### src/rtl/evolved_circuit_prober_pkg.sv
// Shared types for the evolved-circuit prober: FSM state encoding, the
// captured per-vector result record and a saturating increment.
// Result fields are sized to the largest supported configuration.
// The top slices them down to its own parameters.
// The high-time field exists only when PROBER_HIGH_TIME_EN is defined.
`timescale 1ns/1ps
package prober_pkg;

  typedef enum logic [1:0] {IDLE, SETTLE, MEASURE, REPORT} state_t;

  localparam int VEC_MAX = 16;
  localparam int CNT_MAX = 32;

  typedef struct packed {
    logic [VEC_MAX-1:0] vector;
    logic [CNT_MAX-1:0] edges;
    logic               level;
    logic               osc;
`ifdef PROBER_HIGH_TIME_EN
    logic [CNT_MAX-1:0] high;
`endif
  } result_t;

  function automatic logic [CNT_MAX-1:0] sat_inc(input logic [CNT_MAX-1:0] value,
                                                 input logic [CNT_MAX-1:0] limit);
    return (value >= limit) ? value : value + CNT_MAX'(1);
  endfunction

endpackage

### src/rtl/evolved_circuit_prober_if.sv
// Result channel between the prober and the host-side consumer.
// The channel is a valid/ready handshake.
// res_high is present only when PROBER_HIGH_TIME_EN is defined.
`timescale 1ns/1ps
interface evolved_circuit_prober_if #(
  parameter int IN_WIDTH  = 2,
  parameter int CNT_WIDTH = 16
);
  logic                 res_valid;
  logic                 res_ready;
  logic [IN_WIDTH-1:0]  res_vector;
  logic [CNT_WIDTH-1:0] res_edges;
  logic                 res_level;
  logic                 res_osc;
`ifdef PROBER_HIGH_TIME_EN
  logic [CNT_WIDTH-1:0] res_high;

  modport master (output res_valid, res_vector, res_edges, res_level, res_osc, res_high,
                  input  res_ready);
  modport slave  (input  res_valid, res_vector, res_edges, res_level, res_osc, res_high,
                  output res_ready);
`else
  modport master (output res_valid, res_vector, res_edges, res_level, res_osc,
                  input  res_ready);
  modport slave  (input  res_valid, res_vector, res_edges, res_level, res_osc,
                  output res_ready);
`endif
endinterface

### src/rtl/evolved_circuit_prober_sync_edge_det.sv
// Two-flop synchronizer for the asynchronous circuit output, plus a
// rising-edge detector on the synchronized level.
`timescale 1ns/1ps
module sync_edge_det (
  input  logic clk,
  input  logic rst_n,
  input  logic async_in,
  output logic level,
  output logic rise
);
  logic meta;
  logic prev;

  // Synchronize the input and remember the previous synchronized level
  always_ff @(posedge clk or negedge rst_n) begin
    if (!rst_n) begin
      meta  <= 1'b0;
      level <= 1'b0;
      prev  <= 1'b0;
    end else begin
      meta  <= async_in;
      level <= meta;
      prev  <= level;
    end
  end

  assign rise = level & ~prev;
endmodule

### src/rtl/evolved_circuit_prober.sv
// Sweeps every input vector onto an evolved circuit.
// Each vector is held for SETTLE_CYCLES and then the synchronized output is
// sampled for WINDOW_CYCLES. Edge count, final level and an oscillation flag
// are then reported over a valid/ready channel.
// Define PROBER_HIGH_TIME_EN to also report window cycles spent high.
`timescale 1ns/1ps
module evolved_circuit_prober
  import prober_pkg::*;
#(
  parameter int IN_WIDTH      = 2,
  parameter int SETTLE_CYCLES = 256,
  parameter int WINDOW_CYCLES = 4096,
  parameter int CNT_WIDTH     = 16
) (
  input  logic                     clk,
  input  logic                     rst_n,
  input  logic                     start,
  output logic                     busy,
  output logic                     done,
  output logic [IN_WIDTH-1:0]      dut_in,
  input  logic                     dut_out,
  evolved_circuit_prober_if.master res
);

  if (SETTLE_CYCLES < 2) begin : g_chk_settle
    $error("evolved_circuit_prober: SETTLE_CYCLES must be at least 2");
  end
  if (WINDOW_CYCLES < 1) begin : g_chk_window
    $error("evolved_circuit_prober: WINDOW_CYCLES must be at least 1");
  end
  if (IN_WIDTH >= VEC_MAX || CNT_WIDTH >= CNT_MAX) begin : g_chk_width
    $error("evolved_circuit_prober: IN_WIDTH or CNT_WIDTH too large for result_t");
  end

  localparam int CYC_MAX = (SETTLE_CYCLES > WINDOW_CYCLES) ? SETTLE_CYCLES : WINDOW_CYCLES;
  localparam int CYC_W   = $clog2(CYC_MAX);
  localparam logic [CYC_W-1:0]   SETTLE_LAST = CYC_W'(SETTLE_CYCLES - 1);
  localparam logic [CYC_W-1:0]   WINDOW_LAST = CYC_W'(WINDOW_CYCLES - 1);
  localparam logic [IN_WIDTH:0]  VEC_LAST    = {1'b0, {IN_WIDTH{1'b1}}};
  localparam logic [CNT_MAX-1:0] SAT_LIMIT   = CNT_MAX'((64'd1 << CNT_WIDTH) - 64'd1);

  state_t               state;
  logic [IN_WIDTH:0]    vector;
  logic [CYC_W-1:0]     cyc_cnt;
  logic [CNT_MAX-1:0]   edge_cnt;
  logic [CNT_MAX-1:0]   edge_next;
  logic                 res_valid;
  result_t              result;
  logic                 sync_level;
  logic                 sync_rise;
`ifdef PROBER_HIGH_TIME_EN
  logic [CNT_MAX-1:0]   high_cnt;
  logic [CNT_MAX-1:0]   high_next;
`endif

  sync_edge_det u_sync (
    .clk      (clk),
    .rst_n    (rst_n),
    .async_in (dut_out),
    .level    (sync_level),
    .rise     (sync_rise)
  );

  // Counter values including the current cycle, so the last window sample is captured
  always_comb begin
    edge_next = edge_cnt;
    if (sync_rise) edge_next = sat_inc(edge_cnt, SAT_LIMIT);
`ifdef PROBER_HIGH_TIME_EN
    high_next = high_cnt;
    if (sync_level) high_next = sat_inc(high_cnt, SAT_LIMIT);
`endif
  end

  // Sweep sequencer: settle, measure, then hold the result until accepted
  always_ff @(posedge clk or negedge rst_n) begin
    if (!rst_n) begin
      state     <= IDLE;
      vector    <= '0;
      cyc_cnt   <= '0;
      edge_cnt  <= '0;
      busy      <= 1'b0;
      done      <= 1'b0;
      res_valid <= 1'b0;
      result    <= '0;
`ifdef PROBER_HIGH_TIME_EN
      high_cnt  <= '0;
`endif
    end else begin
      done <= 1'b0;
      case (state)
        IDLE: begin
          if (start) begin
            state    <= SETTLE;
            vector   <= '0;
            cyc_cnt  <= '0;
            edge_cnt <= '0;
            busy     <= 1'b1;
`ifdef PROBER_HIGH_TIME_EN
            high_cnt <= '0;
`endif
          end
        end
        SETTLE: begin
          edge_cnt <= '0;
`ifdef PROBER_HIGH_TIME_EN
          high_cnt <= '0;
`endif
          if (cyc_cnt == SETTLE_LAST) begin
            state   <= MEASURE;
            cyc_cnt <= '0;
          end else begin
            cyc_cnt <= cyc_cnt + CYC_W'(1);
          end
        end
        MEASURE: begin
          edge_cnt <= edge_next;
`ifdef PROBER_HIGH_TIME_EN
          high_cnt <= high_next;
`endif
          if (cyc_cnt == WINDOW_LAST) begin
            state         <= REPORT;
            cyc_cnt       <= '0;
            res_valid     <= 1'b1;
            result.vector <= VEC_MAX'(vector[IN_WIDTH-1:0]);
            result.edges  <= edge_next;
            result.level  <= sync_level;
            result.osc    <= (edge_next != '0);
`ifdef PROBER_HIGH_TIME_EN
            result.high   <= high_next;
`endif
          end else begin
            cyc_cnt <= cyc_cnt + CYC_W'(1);
          end
        end
        REPORT: begin
          if (res.res_ready) begin
            res_valid <= 1'b0;
            if (vector == VEC_LAST) begin
              state <= IDLE;
              busy  <= 1'b0;
              done  <= 1'b1;
            end else begin
              state    <= SETTLE;
              vector   <= vector + (IN_WIDTH+1)'(1);
              cyc_cnt  <= '0;
              edge_cnt <= '0;
            end
          end
        end
        default: state <= IDLE;
      endcase
    end
  end

  assign dut_in         = vector[IN_WIDTH-1:0];
  assign res.res_valid  = res_valid;
  assign res.res_vector = result.vector[IN_WIDTH-1:0];
  assign res.res_edges  = result.edges[CNT_WIDTH-1:0];
  assign res.res_level  = result.level;
  assign res.res_osc    = result.osc;

`ifdef PROBER_HIGH_TIME_EN
  assign res.res_high   = result.high[CNT_WIDTH-1:0];

  logic unused_result;
  assign unused_result = ^{result.vector[VEC_MAX-1:IN_WIDTH],
                           result.edges[CNT_MAX-1:CNT_WIDTH],
                           result.high[CNT_MAX-1:CNT_WIDTH]};
`else
  logic unused_result;
  assign unused_result = ^{result.vector[VEC_MAX-1:IN_WIDTH],
                           result.edges[CNT_MAX-1:CNT_WIDTH]};
`endif

endmodule

### src/flat_wrapper.sv
// flat-port wrapper written by rule: the top's interface ports become plain ports
module evolved_circuit_prober_flat import prober_pkg::*;
#(
  parameter int IN_WIDTH      = 2,
  parameter int SETTLE_CYCLES = 256,
  parameter int WINDOW_CYCLES = 4096,
  parameter int CNT_WIDTH     = 16
)
  (clk, rst_n, start, busy, done, dut_in, dut_out, res_res_valid, res_res_vector, res_res_edges, res_res_level, res_res_osc, res_res_ready);
  evolved_circuit_prober_if #(.IN_WIDTH(IN_WIDTH), .CNT_WIDTH(CNT_WIDTH)) res_i ();
  input  logic clk;
  input  logic rst_n;
  input  logic start;
  output logic busy;
  output logic done;
  output logic [IN_WIDTH-1:0] dut_in;
  input  logic dut_out;
  output wire logic [$bits(res_i.res_valid)-1:0] res_res_valid;
  output wire logic [$bits(res_i.res_vector)-1:0] res_res_vector;
  output wire logic [$bits(res_i.res_edges)-1:0] res_res_edges;
  output wire logic [$bits(res_i.res_level)-1:0] res_res_level;
  output wire logic [$bits(res_i.res_osc)-1:0] res_res_osc;
  input wire logic [$bits(res_i.res_ready)-1:0] res_res_ready;
  assign res_res_valid = res_i.res_valid;
  assign res_res_vector = res_i.res_vector;
  assign res_res_edges = res_i.res_edges;
  assign res_res_level = res_i.res_level;
  assign res_res_osc = res_i.res_osc;
  assign res_i.res_ready = res_res_ready;
  evolved_circuit_prober #(.IN_WIDTH(IN_WIDTH), .SETTLE_CYCLES(SETTLE_CYCLES), .WINDOW_CYCLES(WINDOW_CYCLES), .CNT_WIDTH(CNT_WIDTH)) u_core (.clk(clk), .rst_n(rst_n), .start(start), .busy(busy), .done(done), .dut_in(dut_in), .dut_out(dut_out), .res(res_i));
endmodule
### config.mk
export PLATFORM = sky130hd
export DESIGN_NAME = evolved_circuit_prober_flat
export DESIGN_NICKNAME = d
export VERILOG_FILES = /design/src/rtl/evolved_circuit_prober_pkg.sv /design/src/rtl/evolved_circuit_prober_if.sv /design/src/rtl/evolved_circuit_prober_sync_edge_det.sv /design/src/rtl/evolved_circuit_prober.sv /design/src/flat_wrapper.sv
export SDC_FILE = /design/constraint.sdc
export NUM_CORES = 1
export LEC_CHECK = 0
export ABC_AREA = 1
export CAP_MARGIN = 20
export CORE_ASPECT_RATIO = 1.5
export CORE_MARGIN = 10
export CORE_UTILIZATION = 58
export CTS_CLUSTER_SIZE = 10
export DETAILED_ROUTE_END_ITERATION = 7
export HOLD_SLACK_MARGIN = 0.05
export PLACE_DENSITY_LB_ADDON = 0.3
export SYNTH_ARGS = -nofsm -noshare
export SYNTH_HDL_FRONTEND = slang
export SYNTH_HIERARCHICAL = 1
export SYNTH_SLANG_ARGS = --single-unit
### constraint.sdc
create_clock -name clk -period 2.1 [get_ports clk]
set_input_delay 0.42 -clock clk [delete_from_list [all_inputs] [get_ports clk]]
set_output_delay 0.42 -clock clk [all_outputs]
set_load 0.05 [all_outputs]
# Yosys cells after proc, flatten, opt, wreduce, memory -nomap -nowiden
# Index checks and enable logic that the tools add are counted.
# totals
inputBits,5
word_cells,74
register_bits,75
# op_classes
eq_ne,12
mux,32
bitwise,2
n_lt_le_gt_ge,1
n_addsub,3
reduce_logical,10
# op_table
operator,count
two-way mux 32 bit,5
case mux 32 bit (4 select lines),1
two-way mux 12 bit,5
case mux 12 bit (4 select lines),1
"adder 32 x 1 -> 32 bit, second input constant",1
"greater-or-equal comparator 32 x 16 -> 1 bit, second input constant",1
nonzero test 32 bit,1
"adder 12 x 1 -> 12 bit, second input constant",1
"equality test 12 bit, second input constant",1
"equality test 12 x 8 -> 1 bit, second input constant",1
AND reduction 4 bit,3
two-way mux 1 bit,9
two-way mux 3 bit,3
two-way mux 2 bit,4
case mux 2 bit (4 select lines),1
"inequality test 2 x 1 -> 1 bit, second input constant",3
"inequality test 2 bit, second input constant",3
case mux 3 bit (2 select lines),1
AND reduction 3 bit,2
"equality test 2 bit, second input constant",2
case mux 1 bit (2 select lines),2
nonzero test 2 bit,2
"adder 3 x 1 -> 3 bit, second input constant",1
"equality test 3 x 2 -> 1 bit, second input constant",1
other kinds (5),5

# Logic depth before layout (Yosys ltp)
# Gate-level depths: netlist of run 1.
# logic_depth
word_depth,4
ltp_mapped,16
depth_no_buf,16

# Cells and area by module
# The synthesis of run 1 kept the hierarchy.
# modules_own_cells
mod,n_inst,area_each_um2,cells_each
evolved_circuit_prober,1,3649.8,456
sync_edge_det,1,85.1,5

# Worst setup path after synthesis of run 1
# OpenSTA, ideal clock, no wires.
# synth_path
path_type,flip-flop to flip-flop
start,reg u_core.vector[0]
end,reg u_core.cyc_cnt[11]
path_buffers,0
t_arrival_ns,1.857
path_stages_with_launch,10
path_slack_ns,0.121
path_cell_list,dfrtp_1 > ha_1 > ha_1 > nand2_1 > inv_1 > nor2_2 > nand4_1 > nor3_2 > nand3_1 > o221a_2
# synth_via
elab_chain_cells,3
# synth_rtl
item,line_no,source
from (decl),evolved_circuit_prober.sv:43,logic [IN_WIDTH:0] vector;
from (signal assigned),evolved_circuit_prober.sv:144,vector <= vector + (IN_WIDTH+1)'(1);
equality test 3 x 2 -> 1 bit,evolved_circuit_prober.sv:138,if (vector == VEC_LAST) begin
inequality test 2 bit (no source line),--,
AND reduction 3 bit (no source line),--,
to (signal assigned),evolved_circuit_prober.sv:112,cyc_cnt <= cyc_cnt + CYC_W'(1);
to (signal assigned),evolved_circuit_prober.sv:132,cyc_cnt <= cyc_cnt + CYC_W'(1);
to (decl),evolved_circuit_prober.sv:44,logic [CYC_W-1:0] cyc_cnt;
# Every way passes these cells.
# A chain may end at the register's enable or synchronous reset.

# Worst setup path in the final report of run 1
# layout_path
start,reg u_core.edge_cnt[1]
end,reg u_core.result (netlist bit u_core/res.res_osc)
# layout_via
elab_chain_cells,4
word_cells_on_any_way,5
classes_between,add/sub (1); order compare (1); mux (2); reduce/logical (1)
# layout_rtl
item,line_no,source
from (decl),evolved_circuit_prober.sv:45,logic [CNT_MAX-1:0] edge_cnt;
from (signal assigned),evolved_circuit_prober.sv:116,edge_cnt <= edge_next;
adder 32 x 1 -> 32 bit or greater-or-equal comparator 32 x 16 -> 1 bit (tied branches),evolved_circuit_prober_pkg.sv:26,return (value >= limit) ? value : value + CNT_MAX'(1);
two-way mux 32 bit,evolved_circuit_prober_pkg.sv:26,
two-way mux 32 bit (*),evolved_circuit_prober.sv:67,"if (sync_rise) edge_next = sat_inc(edge_cnt, SAT_LIMIT);"
nonzero test 32 bit (*),evolved_circuit_prober.sv:127,result.osc <= (edge_next != '0);
to (decl),evolved_circuit_prober.sv:48,result_t result;
# Every way passes the cells marked *; elsewhere a longest branch is shown, timed or not.

==> results of run 1 <==
[repair_timing]
item | 4_1_cts | 5_1_grt
pin swaps | 1 | 12
gates resized for setup | 2 | 25
setup endpoints to repair | 1 | 27
buffers inserted | 0 | 5
[synth_stat cells (8+ instances only)]
cell / number / share of area [%]
nor2_2: 8 / 1.3
ha_1: 8 / 2.7
o22ai_1: 16 / 2.7
a21boi_0: 10 / 2.0
clkbuf_1: 8 / 0.80
a21oi_1: 12 / 1.6
nand3_1: 23 / 3.1
inv_1: 69 / 6.9
o21ai_0: 25 / 3.4
nand2_1: 115 / 12
nor2_1: 48 / 4.8
nor3_1: 12 / 1.6
dfrtp_1: 75 / 50
[report_power, final]
part | switching (mW) | leakage (nW) | internal, mW
logic | 0.701 | 1.03 | 0.345
clock network | 0.556 | 0.102 | 0.677
registers | 0.0449 | 1.03 | 1.51
total | 1.30 | 2.16 | 2.53
[worst register-to-register path, delay by kind of cell (launching register included)]
kind / cells / cell delay, ps
simple gates: 13 / 1220
flops: 1 / 410
buf+inv: 2 / 210
fa+ha+maj: 1 / 220
[cells by family (layout without fill, tap and decap cells)]
group                      after synthesis  after routing  synth area share [%]
and+or+nand+nor                        223            223                  26.3
DFF                                     75             75                  50.3
buffers and inverters                   83            142                  9.15
adders and majority gates                8              8                  2.68
xor gates and xnor gates                 5              5                  1.17
AOI/OAI and AO/OA                       67             67                  10.5
[path summary, 6_finish.rpt]
kind                                           startpoint                              endpoint  slack [ps]  depth (start not counted)
min reg2reg                  u_core/u_sync/meta$_DFF_PN0_         u_core/u_sync/level$_DFF_PN0_         350                          0
min                                                 rst_n  u_core/res.res_edges[13]$_DFFE_PN0P_          50                          1
max in group asynchronous                           rst_n       u_core/edge_cnt[21]$_DFFE_PN0P_        1310                          2
max reg2reg                u_core/edge_cnt[1]$_DFFE_PN0P_        u_core/res.res_osc$_DFFE_PN0P_         -60                         16
max                        u_core/edge_cnt[1]$_DFFE_PN0P_        u_core/res.res_osc$_DFFE_PN0P_         -60                         16
min in group clk             u_core/u_sync/meta$_DFF_PN0_         u_core/u_sync/level$_DFF_PN0_         350                          0
[final cells by class]
type / count / area share (%)
flip-flops and latches: 75 / 41.0
multi-input cells: 303 / 35.1
repair buffers: 56 / 11.2
inverters: 70 / 5.74
clock buffers: 9 / 2.71
clock inverters: 7 / 2.19
well taps: 74 / 2.02
[state kept, by name, indices dropped and copies added, names as in the netlist]
signal,count
u_core/res.res_vector,2
u_core/busy,1
u_core/u_sync/level,1
u_core/u_sync/meta,1
u_core/u_sync/prev,1
u_core/res.res_valid,1
u_core/res.res_edges,16
u_core/edge_cnt,32
u_core/res.res_level,1
u_core/done,1
u_core/state,2
u_core/cyc_cnt,12
u_core/vector,3
u_core/res.res_osc,1
[per-layer routing]
metal  vias to the layer above  track usage (%)  share of wire [%]  wire, um
met5                         -                0                  0         0
li1                       1569                -                  -         -
met3                        38             3.37                3.7       338
met2                        95             31.3                 53      4910
met1                      1578             18.4                 38      3470
met4                         0             10.3                5.0       459
[per-stage QoR]
step / area (um2) / TNS [ps]
6_report: 4580 / -57.4
5_1_grt: 4580 / -366
3_5_place_dp: 4220 / -207
3_3_place_gp: 4220 / 0
4_1_cts: 4450 / 0
2_1_floorplan: 3730 / 0
[layout by cell type (no fill, tap or decap), types with 3 or more instances in the layout]
master           instances
nand2_1                111
dfrtp_1                 74
inv_1                   67
nor2_1                  44
clkdlybuf4s50_1         27
buf_4                   25
o21ai_0                 24
nand3_1                 20
o22ai_1                 16
a21oi_1                 12
nor2_2                  10
nor3_1                  10
a21boi_0                10
clkbuf_8                 9
nand2_2                  7
nand3_2                  6
nor2_4                   5
ha_1                     5
clkinvlp_4               3
nand4_1                  3
inv_2                    3
nor3_2                   3
xor2_1                   3
ha_2                     3
==> results.cfg, run 1 <==
[status]
status = complete, but fails checks
violations = negative setup slack

[synth]
yosys_warnings = 6
synth_cell_type_count = 28
syn_nets = 474
async_flop_share_pct = 100
synth-edff-count = 0
yosys_register_bits = 75
syn_avg_cell_area_um2 = 8.10
ys_seq_area_share_pct = 50.3
synth_area_um2 = 3730
ys.flop_type = dfrtp_1
netlist_instances = 461

[sta]
slew_headroom_pct = 62.9
fin_crit_sh_pct = 103
setup_violations = 1
fin_skew_ps = 11.1
timing.hold.ws_ps = 49.2
max_freq_mhz = 464
worst_slack_ps = -57.4
hold_viol = 0
period_minus_slack_ps = 2160
tightest_slew_ps = 557
slew_viol_final = 0
rsz0062_at_grt = true

[floorplan]
fp.dieH_um = 118
core_area_um2 = 6220
io_pins = 30
dieArea_um2 = 10100
die_w_um = 85.5
initial_utilization_pct = 60.1
rows = 35

[clock_tree]
insertion_delay_ps = 350
ctsHoldBuffers = 0
clockBufferDepth = 2
numCtsBuffers = 9
cts.htree.levels = 3
tritoncts = done
cts-root-buf = clkbuf_8
clk_pin_slew_ps = 80
cts_sinks = 75

[setup_path]
critPathArrivalTime_ps = 2400
crit_family = simple AND/OR/NAND/NOR gates
critical_path.endpoint_type = flip-flop
cpMaxStageDelayCell = dfrtp_1
path_cells = ha_2, nand2_4, nor2_4, nand3_4, nor2_4, nor2_4, buf_6, nand3_2, nand2_2, inv_2, nor2_2, nand2_1, nor2_2, nand3_2, nand2_1, nand2_1
critPathLaunchType = flip-flop
crit_required_ps = 2350
critPathMaxFanout = 7
path_class = flip-flop to flip-flop
max_stage_delay_ps = 410
path_buf_inv = 2

[detailed_routing]
wirelength_um = 9180
viasPerCell = 5.52
routedWlPerCell_um = 15.5
num_vias = 3280
drcViolationCount = 0
drt_iter0_markers = 201
detail-route-antenna-nets = 0
drt_pass1_iterations = 5

[power_and_ir_drop]
p_leak_nw = 2.16
p_per_area_nw_per_um2 = 837
vdd_drop_max_uv = 846
total_power_mw = 3.83

[finish]
drive_above_1_share_pct = 16.9
insertedDiodeCount = 0
fin_cells = 594
utilization_pct = 73.6
layout-area-overhead-vs-synth_pct = 22.5
multi_input_area_um2 = 1610
fin_nets = 528
seq_area_um2 = 1880
fill_cells = 469

[place]
place_ws_ps = -35.1
port_buffers = 29
gp_congestion = 0.881
place_inst = 573
dp_hpwl_um = 6540

[global_routing]
grt_pass1_wl_um = 14600
antenna_found_initial = 0
gr-total-overflow = 0
grt_usage_pct = 17.6
first_global_vias = 3273
grt_max_degree = 30

[flow_run]
max_cap_viol_count = 0

[min_path]
hold_class = primary input to asynchronous set/reset pin
Power figures use the tool's default switching activity.
==> run 2, diff against run 1 <==
--- a/config.mk
+++ b/config.mk
@@ -12,7 +12,7 @@
 export CORE_UTILIZATION = 58
 export CTS_CLUSTER_SIZE = 10
 export DETAILED_ROUTE_END_ITERATION = 7
-export HOLD_SLACK_MARGIN = 0.05
+export GPL_TIMING_DRIVEN = 0
 export PLACE_DENSITY_LB_ADDON = 0.3
 export SYNTH_ARGS = -nofsm -noshare
 export SYNTH_HDL_FRONTEND = slang
==> results.cfg, run 2 (synthesis results as in run 1) <==
[global_routing]
grt_usage_pct = 18.2
grt_max_degree = 74
gr-total-overflow = 0
antenna_found_initial = 0
grt_pass1_wl_um = 15000
first_global_vias = 3291

[min_path]
min_from = u_core/u_sync/meta$_DFF_PN0_
whs_path_depth = 0
hold_class = flip-flop to flip-flop
hold_end = u_core/u_sync/level$_DFF_PN0_

[finish]
layout-area-overhead-vs-synth_pct = 24.5
largest_register_ffs = 32
multi_input_area_um2 = 1600
layout_commonest_cell = nand2_1
mostFrequentLayoutCells = nand2_1 (110), dfrtp_1 (75), inv_1 (67)
fill_cells = 448
seq_area_um2 = 1880
insertedDiodeCount = 0
fin_nets = 538
drive_above_1_share_pct = 15.9
fin_cells = 603
top_register = u_core/edge_cnt
utilization_pct = 74.8

[sta]
fin_crit_sh_pct = 99.1
fin_skew_ps = 10.0
slew_headroom_pct = 64.0
slew_viol_final = 0
period_minus_slack_ps = 2080
setup_violations = 0
fin_setup_tns_ps = 0
max_freq_mhz = 480
hold_viol = 0
rsz0062_at_grt = true
tightest_slew_ps = 540

[floorplan]
rows = 35
fp.dieH_um = 118
initial_utilization_pct = 60.1
die_w_um = 85.5
core_area_um2 = 6220
io_pins = 30
dieArea_um2 = 10100

[detailed_routing]
viasPerCell = 5.41
drcViolationCount = 0
routedWlPerCell_um = 15.2
detail-route-antenna-nets = 0
num_vias = 3264
wirelength_um = 9190
drt_iter0_markers = 232
drt_pass1_iterations = 4

[clock_tree]
insertion_delay_ps = 350
clk_pin_slew_ps = 80
cts_sinks = 75
numCtsBuffers = 9
cts.htree.levels = 3
tritoncts = done
clockBufferDepth = 2
cts-root-buf = clkbuf_8

[power_and_ir_drop]
p_per_area_nw_per_um2 = 848
p_leak_nw = 2.19
p_comb_share_pct = 26.6
pwr-share-clk_pct = 34.0
sw_frac_of_total_pct = 32.6
power.internal_mw = 2.66
switchingPower_mw = 1.28
vdd_drop_max_uv = 788
power_frac_seq_pct = 39.4
total_power_mw = 3.94

[setup_path]
crit_family = simple AND/OR/NAND/NOR gates
critPathMaxFanout = 6
cpMaxStageDelayCell = dfrtp_1
worst_r2r_path_depth = 9
path_cells = ha_2, ha_4, nand2_2, inv_2, nor2_4, nand4_1, nor3_2, nand3_2, o221a_2
startpoint = u_core/vector[1]$_DFFE_PN0P_
critical_path.endpoint_type = flip-flop
crit_required_ps = 2330
r2r_start = u_core/vector[1]$_DFFE_PN0P_
path_buf_inv = 1
path_class = flip-flop to flip-flop
max_stage_delay_ps = 420
r2r-end = u_core/cyc_cnt[11]$_DFFE_PN0P_
critPathArrivalTime_ps = 2320
critPathLaunchType = flip-flop
rrSetupSlack_ps = 20

[place]
place_inst = 565
port_buffers = 29
dp_hpwl_um = 6240
gp_congestion = 0.901

[flow_run]
max_cap_viol_count = 0

[status]
status = finished, final reports clean
==> run 2: cell count changes in the layout (fill, tap and decap cells not counted), moves of 2 or more <==
cell / previous run / this run
dlygate4sd2_1: 0 / 2
nor3_1: 10 / 12
nand3_2: 6 / 4
nor3_2: 3 / 1
clkinvlp_4: 3 / 0
clkbuf_1: 0 / 9
buf_12: 2 / 0
nand3_1: 20 / 22
nand2_2: 7 / 9
inv_6: 2 / 0
buf_6: 1 / 3
==> run 2: repair_timing <==
| item | CTS | global route |
|---|---|---|
| hold buffers | 1 | 0 |
| endpoints found under the setup margin | 13 | 29 |
| gates resized for setup | 6 | 23 |
| setup buffers | 7 | 15 |
| hold endpoints to repair | 2 | 0 |
| pin swaps | 5 | 18 |
==> run 2: power by group through the flow <==
stage	combinational [mW]	clock (mW)	sequential (mW)
CTS	0.951	1.36	1.56
detailed placement	0.895	0	1.59
floorplan	0.617	0	1.58
global route	1.16	1.41	1.56
global placement	0.859	0	1.59
finish	1.05	1.34	1.55
==> run 2: per-stage QoR <==
stage / hold WS (ps) / setup slack [ps] / cell area (um2)
2_1_floorplan: 124 / 121 / 3730
3_3_place_gp: 334 / -1920 / 4120
3_5_place_dp: 225 / -361 / 4140
4_1_cts: 365 / 8.31 / 4460
5_1_grt: 369 / -89.2 / 4650
6_report: 361 / 18.0 / 4650
==> run 2: worst max-delay path by stage <==
stage / depth (start not counted) / slack (ps) / endpoint
after global routing: 14 / -90 / u_core/res.res_osc$_DFFE_PN0P_
after global placement: 1 / -1920 / u_core/edge_cnt[20]$_DFFE_PN0P_
after floorplan: 9 / 120 / u_core/cyc_cnt[11]$_DFFE_PN0P_
after detailed placement: 9 / -360 / u_core/cyc_cnt[11]$_DFFE_PN0P_
final: 9 / 20 / u_core/cyc_cnt[11]$_DFFE_PN0P_
after CTS: 15 / 8 / u_core/res.res_osc$_DFFE_PN0P_
==> run 2: layout make-up <==
| class | instances | area share (%) |
|---|---|---|
| clock inverters | 4 | 2.13 |
| well taps | 74 | 1.99 |
| multi-input cells | 303 | 34.5 |
| clock buffers | 11 | 3.04 |
| inverters | 70 | 5.65 |
| repair buffers | 53 | 10.6 |
| flip-flops and latches | 75 | 40.4 |
| plain buffers | 13 | 1.78 |
==> run 2: layer usage <==
layer | wire length, um | part of all wire (%) | GRT usage [%]
met4 | 374 | 4.1 | 11.3
met2 | 4990 | 54 | 33.0
met3 | 340 | 3.7 | 3.44
met5 | 0 | 0 | 0
met1 | 3480 | 38 | 18.3
